### src/rtl/reg_arb_defs.sv
// reg_arb_defs: shared definitions for the two-requester register arbiter.
//   state_t   - FSM encodings (2'd3 is unused and decodes to IDLE)
//   REQ0/REQ1 - requester index constants
//   rr_pick   - round-robin selection among pending requests
package reg_arb_defs;

  typedef enum logic [1:0] {
    ST_IDLE    = 2'd0,
    ST_WRITE   = 2'd1,
    ST_RELEASE = 2'd2
  } state_t;

  localparam logic REQ0 = 1'b0;
  localparam logic REQ1 = 1'b1;

  // On a tie the requester that did not write last wins.
  function automatic logic rr_pick(input logic r0, input logic r1, input logic last_sel);
    if (r0 && r1) return ~last_sel;
    else if (r1)  return REQ1;
    else          return REQ0;
  endfunction

endpackage

### src/rtl/register.sv
// register: plain WIDTH-bit storage element with write enable.
//   clk   - rising-edge clock
//   wr_en - load d_mux at the next edge
//   d_mux - write data
//   z     - stored value
// Holds no reset of its own; the owner clears it by writing zero.
module register #(
  parameter int WIDTH = 32
) (
  output logic [WIDTH-1:0] z,
  input  logic [WIDTH-1:0] d_mux,
  input  logic             clk,
  input  logic             wr_en
);

  always_ff @(posedge clk) begin
    if (wr_en) z <= d_mux;
  end

endmodule

### src/rtl/reg_share_arb.sv
// reg_share_arb: round-robin arbiter serializing writes from two four-phase
// requesters into one shared register.
//   clk, rst_n    - clock, synchronous active-low reset
//   req0/d0       - requester 0 request and write data
//   req1/d1       - requester 1 request and write data
//   gnt0/gnt1     - registered grants, never both high
//   z             - shared register contents
//   owner         - requester of the most recent write
//   busy          - FSM not in IDLE
//   wcount        - completed writes, wraps modulo 2^CW
//
// state   | meaning
// IDLE    | waiting for a request, arbitrates pending reqs
// WRITE   | one cycle, register loads d[sel]
// RELEASE | grant held until req[sel] drops
module reg_share_arb
  import reg_arb_defs::*;
#(
  parameter int WIDTH = 32,
  parameter int CW    = 8
) (
  input  logic             clk,
  input  logic             rst_n,
  input  logic             req0,
  input  logic [WIDTH-1:0] d0,
  input  logic             req1,
  input  logic [WIDTH-1:0] d1,
  output logic             gnt0,
  output logic             gnt1,
  output logic [WIDTH-1:0] z,
  output logic             owner,
  output logic             busy,
  output logic [CW-1:0]    wcount
);

  state_t           state;
  logic             sel;
  logic             last;
  logic             nxt_sel;
  logic             wr_en;
  logic [WIDTH-1:0] d_mux;

  assign nxt_sel = rr_pick(req0, req1, last);

  // Reset clears z by forcing a write of zero through the normal port,
  // which also discards any write in flight at that edge.
  assign wr_en = !rst_n || (state == ST_WRITE);
  assign d_mux = !rst_n ? '0 : (sel ? d1 : d0);

  register #(.WIDTH(WIDTH)) u_reg (
    .z     (z),
    .d_mux (d_mux),
    .clk   (clk),
    .wr_en (wr_en)
  );

  assign busy = (state == ST_WRITE) || (state == ST_RELEASE);

  always_ff @(posedge clk) begin
    if (!rst_n) begin
      state  <= ST_IDLE;
      sel    <= REQ0;
      last   <= REQ1;
      owner  <= REQ0;
      wcount <= '0;
      gnt0   <= 1'b0;
      gnt1   <= 1'b0;
    end else begin
      case (state)
        ST_WRITE: begin
          owner  <= sel;
          last   <= sel;
          wcount <= wcount + 1'b1;
          state  <= ST_RELEASE;
        end
        ST_RELEASE: begin
          if (!(sel ? req1 : req0)) begin
            gnt0  <= 1'b0;
            gnt1  <= 1'b0;
            state <= ST_IDLE;
          end
        end
        default: begin
          // Covers IDLE and the unused encoding.
          if (req0 || req1) begin
            sel   <= nxt_sel;
            gnt0  <= (nxt_sel == REQ0);
            gnt1  <= (nxt_sel == REQ1);
            state <= ST_WRITE;
          end else begin
            state <= ST_IDLE;
          end
        end
      endcase
    end
  end

endmodule

### config.mk
export PLATFORM = sky130hd
export DESIGN_NAME = reg_share_arb
export DESIGN_NICKNAME = d
export VERILOG_FILES = /design/src/rtl/reg_arb_defs.sv /design/src/rtl/register.sv /design/src/rtl/reg_share_arb.sv
export SDC_FILE = /design/constraint.sdc
export NUM_CORES = 1
export LEC_CHECK = 0
export ABC_AREA = 1
export BUFFER_PORTS_ARGS = -buffer_cell sky130_fd_sc_hd__buf_2
export CAP_MARGIN = 5
export CORE_MARGIN = 2
export CORE_UTILIZATION = 39
export CTS_CLUSTER_DIAMETER = 50
export DETAILED_ROUTE_END_ITERATION = 12
export PLACE_DENSITY_LB_ADDON = 0.05
export SYNTH_ARGS = -nofsm -noshare
export SYNTH_HDL_FRONTEND = slang
export SYNTH_HIERARCHICAL = 1
export SYNTH_SLANG_ARGS = --single-unit
### constraint.sdc
create_clock -name clk -period 1.75 [get_ports clk]
set_clock_uncertainty 0.1 [all_clocks]
set_input_delay 0.2625 -clock clk [delete_from_list [all_inputs] [get_ports clk]]
set_output_delay 0.2625 -clock clk [all_outputs]
set_load 0.01 [all_outputs]
==> run metrics <==
result of the run completed; Final Util 0.525; most frequent cells in the layout buf_2, nor2_1, o21ai_0; post-CTS setup buffer count 0; number of gates resized after CTS 0; clock input transition at the sequential cells of the worst setup and hold paths 0.09 ns; maximum vdd drop 639 uV; crit end category output pin; total track usage 0.160; Maximum Capacitance Violations 0; Fin Setup TNS 0 ns; wire length of the first global-routing pass 7.69 mm; number of instances in the placed design 411; vias in the first global route 1,675; Layout fillers 532; nature of the critical path startpoint flip-flop; worst r2r path cells 5; RD Place Congestion 0.751; largest area contributor in the synthesized netlist edfxtp_1; clock tree from TritonCTS built; mean instance size in the synthesized netlist 9.16 um^2; area of the mapped netlist 2160 um^2; DR iter-0 viols 87; diode insertion count for antenna repair 0; most common cell after layout, fill and taps aside buf_2; routed length per placed instance 11.9 um; number of buffers on the longest clock path 2; share of final-layout standard cells stronger than drive strength 1 0.389; remaining number of nets flagged by the antenna check after routing 0; cell count after synthesis 236; Die Outline Area 6150 um^2; CP Data Arrival Time 1.23 ns; classification of the worst setup path reg2out; PwrDens 952 nW/um^2; Finished Layout Cells 419; Yosys warnings 6; clock latency reported for the late side of the worst-skew pair 0.30 ns; type of the most critical hold path in2reg; initial standard-cell utilization of the core 0.397; Vert. Die Dim 78.4 um; leakage component of the power 1.38 nW; overflow left after global routing 0; Crit. Startpoint state[0]; leading post-synthesis cells by cell area edfxtp_1, dfxtp_1, nor2_1; destination of the worst register-to-register timing path u_reg/z[1]; Mapped Nets 307; TritonCTS sink count 47; RSZ-0062 raised after global routing no; worst reg-to-reg setup slack 0.28 ns; pin slew with the least headroom to its limit 0.570 ns; maximum number of pins on one net before global-route repair 37; beginning of the worst register-to-register path state[1]; relative slew slack 0.619; ratio of final minimum period to clock period 0.910; final WL 5.00 mm; Die X-Extent 78.4 um; CTS root buf clkbuf_8; maximum operating frequency 0.628 GHz; routed length on met2 2.42 mm; Worst Path Max Fanout 3; Max Used Layer met4; total number of placement rows 27; I/O pins 112; share of synthesized area occupied by flip-flops and latches 0.584; area delta synth->final 32.1%; standard cell core area 5440 um^2; number of H-tree levels 2; initial antenna violation count 0; register bit total from synthesis 47; Critical Path Sink busy; top-area cell type share of the netlist area 0.445; drc violations 0; number of vias per cell after detailed routing 4.68; final number of hold-violating endpoints 0; TritonCTS Buffers 5; met3 wire len 316 um; Min Clock Period, post-route 1.59 ns; worst hold slack 0.132 ns; count of buffers from port buffering 111; number of endpoints failing setup at the final stage 0; Via Count 1,962; Synth cell types 25; CP required 1.39 ns; M1 WL 2.23 mm; hold buffer count at cts 0; layout net count 417; sum of net half-perimeters after detailed placement 3.56 mm; 1st-pass router iterations 6; max-slew violation total from the final report 0
==> power breakdown <==
part / switching, mW / internal (mW) / total (mW)
combinational: 0.398 / 0.252 / 0.650
clock: 0.365 / 0.279 / 0.644
sequential: 0.0536 / 1.37 / 1.42
==> logic make-up after synthesis <==
family	Yosys count	synth area share
flip-flops	47	0.584
adder cells (fa/ha/maj)	3	0.0174
AND/OR/NAND/NOR	110	0.222
AO/OA/AOI/OAI	50	0.119
buffers and inverters	26	0.0579
==> worst min-delay path by stage <==
stage,from,to,slack (ns),cells past startpoint
after CTS,rst_n,last,0.13,2
after detailed placement,gnt0,gnt0,0.38,2
after global routing,rst_n,last,0.14,2
after floorplan,rst_n,wcount[0],0.30,2
after global placement,gnt0,gnt0,0.36,2
final,rst_n,last,0.13,2
==> state kept, by name, indices dropped and copies added (netlist names) <==
signal	flops
gnt0	1
gnt1	1
last	1
owner	1
sel	1
state	2
u_reg/z	32
wcount	8
==> metrics by stage <==
step	instance area (um^2)	setup WS [ns]	power (mW)
finish	2860	0.158	2.72
global route	2860	0.0754	2.88
CTS	2860	0.139	2.75
detailed placement	2770	0.284	2.11
global placement	2770	0.292	2.11
floorplan	2160	0.162	1.84
==> synth_stat cells <==
| library cell | count |
|---|---|
| nand2_4 | 1 |
| nor2_1 | 78 |
| inv_2 | 1 |
| nor2_4 | 1 |
| o21a_1 | 1 |
| buf_6 | 2 |
| nand3_1 | 5 |
| o21ai_1 | 1 |
| clkbuf_2 | 2 |
| nand2_1 | 15 |
| nor3_2 | 1 |
| nand4_1 | 1 |
| nand3_2 | 2 |
| a21oi_1 | 9 |
| nand3_4 | 1 |
| edfxtp_1 | 32 |
| dfxtp_1 | 15 |
| a21oi_2 | 1 |
| nor3_1 | 1 |
| buf_2 | 8 |
| nor2_2 | 2 |
| ha_1 | 3 |
| inv_1 | 13 |
| o21ai_0 | 38 |
| nand2_2 | 2 |
==> layout make-up <==
type	count	area [um^2]	area share
Inverter	14	52.6	0.0184
Multi-Input combinational cell	163	777	0.272
Sequential cell	47	1260	0.442
Clock inverter	3	20.0	0.00701
Tap cell	72	90.1	0.0316
Timing Repair Buffer	115	586	0.205
Clock buffer	5	68.8	0.0241
==> per-layer routing <==
| metal | vias up | GRT usage |
|---|---|---|
| met5 | - | 0 |
| met4 | 0 | 0.0561 |
| met3 | 4 | 0.0414 |
| met2 | 66 | 0.269 |
| met1 | 891 | 0.200 |
| li1 | 1001 | - |
==> worst max-delay path, stage by stage, from the launching register on <==
cell,delay (ns)
dfxtp_1,0.35
inv_1,0.05
ha_1,0.30
inv_1,0.10
buf_2,0.13
(Power assumes the default switching activity.)
